File: src/rtl/ravenoc_pe_axi_mst.sv
`default_nettype none
// ============================================================================
// Module      : ravenoc_pe_axi_mst (with ravenoc_pkg)
// Description : Single-outstanding AXI4 burst master used by a processing
//               element to push packets into / drain packets from the NI.
//               Optional macro RAVENOC_PE_MST_CHECK_EN adds ID/RLAST checks.
// Revision    : 1.0 - initial release
// ============================================================================

package ravenoc_pkg;
    localparam int AXI_ADDR_WIDTH = 32;
    localparam int AXI_DATA_WIDTH = 32;
    localparam int AXI_ID_WIDTH   = 4;

    localparam logic [1:0] AXI_OKAY = 2'b00;
    localparam logic [1:0] AXI_INCR = 2'b01;

    typedef struct packed {
        logic [AXI_ID_WIDTH-1:0]     awid;
        logic [AXI_ADDR_WIDTH-1:0]   awaddr;
        logic [7:0]                  awlen;
        logic [2:0]                  awsize;
        logic [1:0]                  awburst;
        logic                        awvalid;
        logic [AXI_DATA_WIDTH-1:0]   wdata;
        logic [AXI_DATA_WIDTH/8-1:0] wstrb;
        logic                        wlast;
        logic                        wvalid;
        logic                        bready;
        logic [AXI_ID_WIDTH-1:0]     arid;
        logic [AXI_ADDR_WIDTH-1:0]   araddr;
        logic [7:0]                  arlen;
        logic [2:0]                  arsize;
        logic [1:0]                  arburst;
        logic                        arvalid;
        logic                        rready;
    } s_axi_mosi_t;

    typedef struct packed {
        logic                        awready;
        logic                        wready;
        logic [AXI_ID_WIDTH-1:0]     bid;
        logic [1:0]                  bresp;
        logic                        bvalid;
        logic                        arready;
        logic [AXI_ID_WIDTH-1:0]     rid;
        logic [AXI_DATA_WIDTH-1:0]   rdata;
        logic [1:0]                  rresp;
        logic                        rlast;
        logic                        rvalid;
    } s_axi_miso_t;
endpackage

module ravenoc_pe_axi_mst
    import ravenoc_pkg::*;
#(
    parameter int MST_ID = 0
) (
    input  logic                      clk_axi,
    input  logic                      arst_axi,
    input  logic                      cmd_valid,
    output logic                      cmd_ready,
    input  logic                      cmd_wr,
    input  logic [AXI_ADDR_WIDTH-1:0] cmd_addr,
    input  logic [7:0]                cmd_len,
    input  logic [AXI_DATA_WIDTH-1:0] wr_data,
    input  logic                      wr_valid,
    output logic                      wr_ready,
    output logic [AXI_DATA_WIDTH-1:0] rd_data,
    output logic                      rd_valid,
    input  logic                      rd_ready,
    output logic                      done,
    output logic                      err,
    output s_axi_mosi_t               axi_mosi_if,
    input  s_axi_miso_t               axi_miso_if
);

    localparam logic [AXI_ID_WIDTH-1:0] c_mst_id = AXI_ID_WIDTH'(MST_ID);
    localparam logic [2:0]              c_axsize = 3'($clog2(AXI_DATA_WIDTH/8));

    typedef enum logic [2:0] {
        ST_IDLE    = 3'd0,
        ST_WR_ADDR = 3'd1,
        ST_WR_DATA = 3'd2,
        ST_WR_RESP = 3'd3,
        ST_RD_ADDR = 3'd4,
        ST_RD_DATA = 3'd5,
        ST_DONE    = 3'd6
    } state_t;

    state_t                    r_state;
    logic [AXI_ADDR_WIDTH-1:0] r_addr;
    logic [7:0]                r_len;
    logic [7:0]                r_cnt;
    logic                      r_err;

    logic w_cmd_hs;
    logic w_w_hs;
    logic w_r_hs;
    logic w_last_beat;
    logic w_b_err;
    logic w_r_err;

    assign cmd_ready   = (r_state == ST_IDLE) && !arst_axi;
    assign w_cmd_hs    = cmd_valid && cmd_ready;
    assign w_last_beat = (r_cnt == r_len);
    assign w_w_hs      = (r_state == ST_WR_DATA) && wr_valid && axi_miso_if.wready;
    assign w_r_hs      = (r_state == ST_RD_DATA) && axi_miso_if.rvalid && rd_ready;

`ifdef RAVENOC_PE_MST_CHECK_EN
    // RLAST must coincide with count==len; a mismatch either way flags err.
    assign w_b_err = (axi_miso_if.bresp != AXI_OKAY) || (axi_miso_if.bid != c_mst_id);
    assign w_r_err = (axi_miso_if.rresp != AXI_OKAY) || (axi_miso_if.rid != c_mst_id) ||
                     (axi_miso_if.rlast != w_last_beat);
`else
    logic w_unused_ids;
    assign w_b_err      = (axi_miso_if.bresp != AXI_OKAY);
    assign w_r_err      = (axi_miso_if.rresp != AXI_OKAY);
    assign w_unused_ids = ^{axi_miso_if.bid, axi_miso_if.rid};
`endif

    always_ff @(posedge clk_axi or posedge arst_axi) begin
        if (arst_axi) begin
            r_state <= ST_IDLE;
            r_addr  <= '0;
            r_len   <= '0;
            r_cnt   <= '0;
            r_err   <= 1'b0;
        end else begin
            case (r_state)
                ST_IDLE: begin
                    if (w_cmd_hs) begin
                        r_addr  <= cmd_addr;
                        r_len   <= cmd_len;
                        r_cnt   <= '0;
                        r_err   <= 1'b0;
                        r_state <= cmd_wr ? ST_WR_ADDR : ST_RD_ADDR;
                    end
                end
                ST_WR_ADDR: begin
                    if (axi_miso_if.awready) begin
                        r_state <= ST_WR_DATA;
                    end
                end
                ST_WR_DATA: begin
                    if (w_w_hs) begin
                        if (w_last_beat) begin
                            r_state <= ST_WR_RESP;
                        end else begin
                            r_cnt <= r_cnt + 8'd1;
                        end
                    end
                end
                ST_WR_RESP: begin
                    if (axi_miso_if.bvalid) begin
                        r_err   <= r_err | w_b_err;
                        r_state <= ST_DONE;
                    end
                end
                ST_RD_ADDR: begin
                    if (axi_miso_if.arready) begin
                        r_state <= ST_RD_DATA;
                    end
                end
                ST_RD_DATA: begin
                    if (w_r_hs) begin
                        r_cnt <= r_cnt + 8'd1;
                        if (w_r_err) begin
                            r_err <= 1'b1;
                        end
                        if (axi_miso_if.rlast) begin
                            r_state <= ST_DONE;
                        end
                    end
                end
                ST_DONE: begin
                    r_state <= ST_IDLE;
                end
                default: begin
                    r_state <= ST_IDLE;
                end
            endcase
        end
    end

    assign done     = (r_state == ST_DONE);
    assign err      = r_err;
    assign wr_ready = (r_state == ST_WR_DATA) && axi_miso_if.wready;
    assign rd_valid = (r_state == ST_RD_DATA) && axi_miso_if.rvalid;
    assign rd_data  = axi_miso_if.rdata;

    // Address/len come from the latched copy so they hold steady while AxVALID waits.
    always_comb begin
        axi_mosi_if         = '0;
        axi_mosi_if.awid    = c_mst_id;
        axi_mosi_if.awaddr  = r_addr;
        axi_mosi_if.awlen   = r_len;
        axi_mosi_if.awsize  = c_axsize;
        axi_mosi_if.awburst = AXI_INCR;
        axi_mosi_if.awvalid = (r_state == ST_WR_ADDR);
        axi_mosi_if.wdata   = wr_data;
        axi_mosi_if.wstrb   = '1;
        axi_mosi_if.wlast   = (r_state == ST_WR_DATA) && w_last_beat;
        axi_mosi_if.wvalid  = (r_state == ST_WR_DATA) && wr_valid;
        axi_mosi_if.bready  = (r_state == ST_WR_RESP);
        axi_mosi_if.arid    = c_mst_id;
        axi_mosi_if.araddr  = r_addr;
        axi_mosi_if.arlen   = r_len;
        axi_mosi_if.arsize  = c_axsize;
        axi_mosi_if.arburst = AXI_INCR;
        axi_mosi_if.arvalid = (r_state == ST_RD_ADDR);
        axi_mosi_if.rready  = (r_state == ST_RD_DATA) && rd_ready;
    end

endmodule
`default_nettype wire

File: config.mk
export PLATFORM = sky130hd
export DESIGN_NAME = ravenoc_pe_axi_mst
export DESIGN_NICKNAME = d
export VERILOG_FILES = /design/src/rtl/ravenoc_pe_axi_mst.sv
export SDC_FILE = /design/constraint.sdc
export NUM_CORES = 1
export LEC_CHECK = 0
export CELL_PAD_IN_SITES_DETAIL_PLACEMENT = 0
export CELL_PAD_IN_SITES_GLOBAL_PLACEMENT = 1
export CORE_MARGIN = 2
export CORE_UTILIZATION = 23
export DETAILED_ROUTE_END_ITERATION = 12
export PLACE_DENSITY_LB_ADDON = 0.15
export RECOVER_POWER = 25
export SLEW_MARGIN = 5
export SYNTH_ARGS = -nofsm -noshare
export SYNTH_HDL_FRONTEND = slang
export SYNTH_SLANG_ARGS = --single-unit
File: constraint.sdc
create_clock -name clk_axi -period 5.3 [get_ports clk_axi]
set_input_delay 1.59 -clock clk_axi [delete_from_list [all_inputs] [get_ports clk_axi]]
set_output_delay 1.59 -clock clk_axi [all_outputs]
set_load 0.01 [all_outputs]
# Word level (Yosys, flattened, before mapping)
# Cells that the tools add are included.
word_totals:
  output_inout_bits: 177
  input_bits: 128
  ff_bits: 52
classes:
  n_eq_ne: 17
  reduce_logical: 19
  bitwise_logic: 1
  muxes: 20
  n_addsub: 1
op_table:
  columns: ["cell", "n"]
  rows:
  - ["$mux 8", 4]
  - ["$mux 3", 9]
  - ["$pmux 8 s3", 1]
  - ["$pmux 3 s6", 1]
  - ["$ne 2x2->1 const B", 7]
  - ["$reduce_and 5->1", 2]
  - ["$eq 3x3->1 const B", 3]
  - ["$logic_and 1x1->1", 9]
  - ["$add 8x1->8 const B", 1]
  - ["$eq 8x8->1", 1]
  - ["$reduce_and 8->1", 1]
  - ["$eq 3x2->1 const B", 2]
  - ["$ne 2x1->1 const B", 3]
  - ["$reduce_bool 3->1", 2]
  - ["$mux 1", 4]
  - ["$reduce_bool 2->1", 2]
  - ["$eq 3x1->1 const B", 1]
  - ["$logic_not 3->1", 1]
  - ["$pmux 1 s3", 1]
  - ["$reduce_and 2->1", 1]
  - ["$logic_not 1->1", 1]
  - ["$or 1x1->1", 1]

# Depth between registers and ports, before layout
logic_depth:
  word_depth: 5
  mapped_depth: 8
  depth_no_buf: 6

# Worst setup path before layout
# Ideal clock, no wire load.
synth_path:
  kind: "input to register"
  start: "input arst_axi"
  end: "register r_addr[0]"
  path_buffers: 1
  cell_stages: 4
  t_arrival_ns: 3.581
  required_ns: 5.175
  slack_ns: 1.594
  path_cell_list: "inv_1 nand3_1 buf_1 mux2_2"
synth_via:
  elab_chain_cells: 4
synth_lines:
  columns: ["item", "line", "text"]
  rows:
  - ["from (decl)", "60", "input logic arst_axi,"]
  - ["$logic_not 1->1 (no line)", null, null]
  - ["$logic_and 1x1->1", "104", "assign cmd_ready = (r_state == ST_IDLE) && !arst_axi;"]
  - ["$logic_and 1x1->1", "105", "assign w_cmd_hs = cmd_valid && cmd_ready;"]
  - ["$reduce_and 2->1 (no line)", null, null]
  - ["to (signal assigned)", "133", "r_addr <= cmd_addr;"]
  - ["to (decl)", "92", "logic [AXI_ADDR_WIDTH-1:0] r_addr;"]
# Every way passes these cells.
# A chain may end at the register's enable or synchronous reset.

# Worst setup path in the final report
layout_path:
  start: "input arst_axi"
  end: "output cmd_ready"
layout_via:
  elab_chain_cells: 2
layout_lines:
  columns: ["item", "line", "text"]
  rows:
  - ["$logic_not 1->1 (no line)", null, null]
  - ["$logic_and 1x1->1", "104", null]
  - ["to (decl)", "62", "output logic cmd_ready,"]
# Every way passes these cells.

==> results.md <==
- The flow ran to the end, and the final reports show no timing, DRC or antenna violations.
- The area share of fa/ha/maj cells after synthesis is less than 1%.
- The detailed-route vias per instance is between 4 and 5.
- In the global route stage, overall resource usage came out at 9.78%.
- The hold buffer count at cts is 0.
- The length in cells of the worst reg-to-reg path is 3.
- The setup fix buffers added after clock tree synthesis is 0.
- The final count of hold timing violations is 0.
- The flip-flop and latch area is roughly 0.0013 mm^2.
- The flop and latch count out of synthesis is 52.
- The multiplexer share of the synthesized area is 13.3%.
- Of the synthesized area, sequential elements account for roughly 38%.
- The pre-CTS worst setup slack is around 0.85 ns.
- The initial antenna violation count is 0.
- Fill cells in the final layout number roughly 1,500.
- The analysis attributes to cell leakage a power of approximately 1.8 nW.
- The total number of vias is about 2,200.
- The maximum ir drop on the vdd rail is ~0.15 mV.
- The launch point of the worst reg-to-reg path is r_state[0].
- The tightest min-delay check is of the reg -> reg type.
- The synthesized netlist occupies a cell area of 0.00339 mm^2.
- The worst hold endpoint is r_cnt[7].
- The clock reaches the later pin of the worst-skew pair after 0.29 ns.
- The cell at the root of the clock tree is clkbuf_16.
- The design draws 2.44 mW.
- The starting utilization of the core area is 23.4%.
- For this design the ratio of total power to cell area is around 560 mW/mm^2.
- The final critical path takes up ~86% of the cycle.
- Buffers placed on the I/O ports in this run total 146.
- After routing, the total negative slack on setup checks comes to 0 ns.
- The sort of element at the end of the critical path is a primary output.
- The share of async-settable or async-resettable flops after synthesis is 100%.
- The synthesized netlist devotes slightly below 8% of its cell area to compound gates.
- The pin slew with the least headroom to its limit is roughly 1.3 ns.
- The number of gates resized after cts is 0.
- The core outline area is approximately 0.014 mm^2.
- The synthesized design contains 0 enable-type register cells.
- Excluding fillers, the count of instances in the completed layout stands at between 500 and 600.
- The final worst setup slack is around 0.75 ns.
- The die is around 130 um tall.
- The endpoint of the lowest-slack register-to-register path is r_len[0].
- In the final design database the tool counted between 400 and 500 nets.
- Across all hold checks on the routed design, the worst slack comes to around 0.52 ns.
- The worst-case headroom to the max-slew limit is 10.2%.
- The area of the multi-input gates is between 0.001 and 0.0015 mm^2.
- The post-synthesis to final-layout area growth is 27.9%.
- Counting the buffers created by CTS gives 5.
- The first global-routing pass estimated 12,300 um of wire.
- The number of H-tree levels is 2.
- The floorplan die area is approximately 0.016 mm^2.
- The clock-pin slew of the registers on the worst-case setup and hold paths is roughly 0.07 ns.
- In this run the worst path has a maximum fanout of 3.
- In this run the most critical hold path is launched from r_cnt[7].
- The kind of critical path is in -> out.
- The worst hold path depth is 1.
- The clock passes through at most 2 buffers.
- The number of max-slew violations in the final report is 0.
- The floorplan step set the die width to 125 um.
- CTS saw 52 sinks.
- The tool flagged a number of max-cap violations equal to 0.
- Wires add up to between 7000 and 8000 um.
- The clock tree from TritonCTS is yes.
- The total congestion overflow is 0.
- For the final database, setup skew stands at ~0.0054 ns.
- The via count of the first global-routing pass is ~2,200.
- The most used flip-flop cell after synthesis is dfrtp_1.
- The worst setup path is launched from an input pin.
- Once detail routing completed, the nets flagged for antenna violations numbered 0.
- The detailed router finished its first iteration with around 110 violations.
- Entering global routing, the biggest net connects between 50 and 60 pins.
- A synthesized cell averages about 10 um^2.
- The slack of the worst reg-to-reg path is ~2.7 ns.
- The half-perimeter wire length after placement is a little under 6000 um.
- The area fraction in and, or, nand and nor cells after synthesis is about 8.1%.
- By area the synthesized netlist is led by dfrtp_1 38%, buf_4 28%, mux2_2 13%.
- The instance area at placement is between 0.004 and 0.005 mm^2.
- The post-synthesis cell count is 325.
- At the end of routability-driven placement, the weighted congestion stood at around 0.67.
- The final count of negative-setup-slack endpoints is 0.
- The critical path data required time is 3.71 ns.
- After detailed routing, the number of remaining DRC violations is 0.
- The first TritonRoute pass finished after 4 iterations.
- The fraction of final layout cells with drive strength greater than 1 is ~15%.
- The number of placed instances, taps included is 540.
- The total number of placement rows is between 40 and 50.
- The total non-filler cell area in the finished layout is 0.00433 mm^2.
- After synthesis, the largest family of logic cells by area is buffers and inverters.
- The repair_antennas step left the layout with diodes totalling 0.
- The arrival time of data at the critical path endpoint is around 3.0 ns.
- The total I/O pin count is roughly 310.
- After Yosys synthesis, XOR and XNOR cells account for 2.07% of the synthesized area.
- The warning count from the yosys run is 0.
- The highest clock rate is 0.220 GHz.
- The smallest clock period supported by the final layout is computed as about 4.5 ns.
- The share of synthesized area in the top cell type comes to 38.4%.
- The cell accounting for the most synthesized area is dfrtp_1.
- In the final routed layout, each cell accounts on average for 14.4 um.
- The distinct cell type count of the synthesized netlist is 38.
- Setup repair after global routing left no endpoint under its margin.
- The final core area utilization is between 20% and 30%.
==> logic make-up after synthesis <==
family / Yosys count
adder cells (fa/ha/maj): 1
AO/OA/AOI/OAI: 33
flip-flops: 52
AND/OR/NAND/NOR: 51
multiplexers: 40
buffers and inverters: 138
other: 2
XOR/XNOR: 8
==> critical path, cell delays in order <==
cell and delay (ns):
dlygate4sd3_1 0.59, nor4_1 0.19, clkdlybuf4s50_1 0.58
==> power by group <==
part           total (mW)  switching, mW  internal (mW)
sequential          0.767          0.196          0.571
clock               0.386          0.150          0.237
combinational        1.28          0.494          0.790
total                2.44          0.839           1.60
==> cells in the mapped netlist (5+ instances only) <==
library cell / instances
dfrtp_1: 52
o31ai_1: 12
buf_4: 126
o21ai_0: 8
mux2_2: 40
nor2_1: 12
xor2_1: 8
nand3_1: 5
and2_1: 5
nand2_1: 7
==> per-layer routing <==
metal / vias to the layer above / share of wire [%] / GRT usage (%)
met3: 20 / 8.3 / 3.08
met5: - / 0 / 0
met2: 133 / 45 / 15.6
met1: 1039 / 44 / 12.3
met4: 0 / 2.1 / 3.92
li1: 1016 / - / -
==> cells in the final DEF (no fill, tap or decap), types with 2 or more instances in the layout <==
cell             netlist  routed
o21bai_1               2       2
nor4_1                 2       2
and2_1                 5       5
nand2b_1               4       4
clkdlybuf4s50_1        0     134
conb_1                 2      22
xor2_1                 8       8
dfrtp_1               52      52
clkbuf_16              0       5
o31ai_1               12      12
nor3_1                 3       3
nor2_1                12      12
nor3b_1                4       4
nor2b_1                4       4
dlygate4sd3_1          0      12
mux2_2                40      40
nand3_1                5       4
o21ai_0                8       8
nand2_1                7       7
and3b_1                2       2
==> flip-flops by register name, indices dropped and copies added (netlist names) <==
register	cells
r_state	3
err	1
r_len	8
r_cnt	8
r_addr	32
==> cell type report <==
type                       count  area share, %
inverter                       1         0.0866
clock buffer                   6           3.21
tap                          184           5.31
sequential                    52           30.0
timing repair buffer         148           34.0
multi-input combinational    155           26.5
clock inverter                 2          0.895
==> worst max-delay path by stage <==
stage,start,to,slack (ns),cells after the start
6_report,arst_axi,cmd_ready,0.75,3
5_1_grt,arst_axi,cmd_ready,0.70,3
4_1_cts,arst_axi,cmd_ready,0.85,3
3_5_place_dp,arst_axi,cmd_ready,0.85,3
3_3_place_gp,arst_axi,cmd_ready,0.84,3
2_1_floorplan,arst_axi,r_addr[0],1.59,4
No activity file was read; power rests on OpenSTA's default activity.
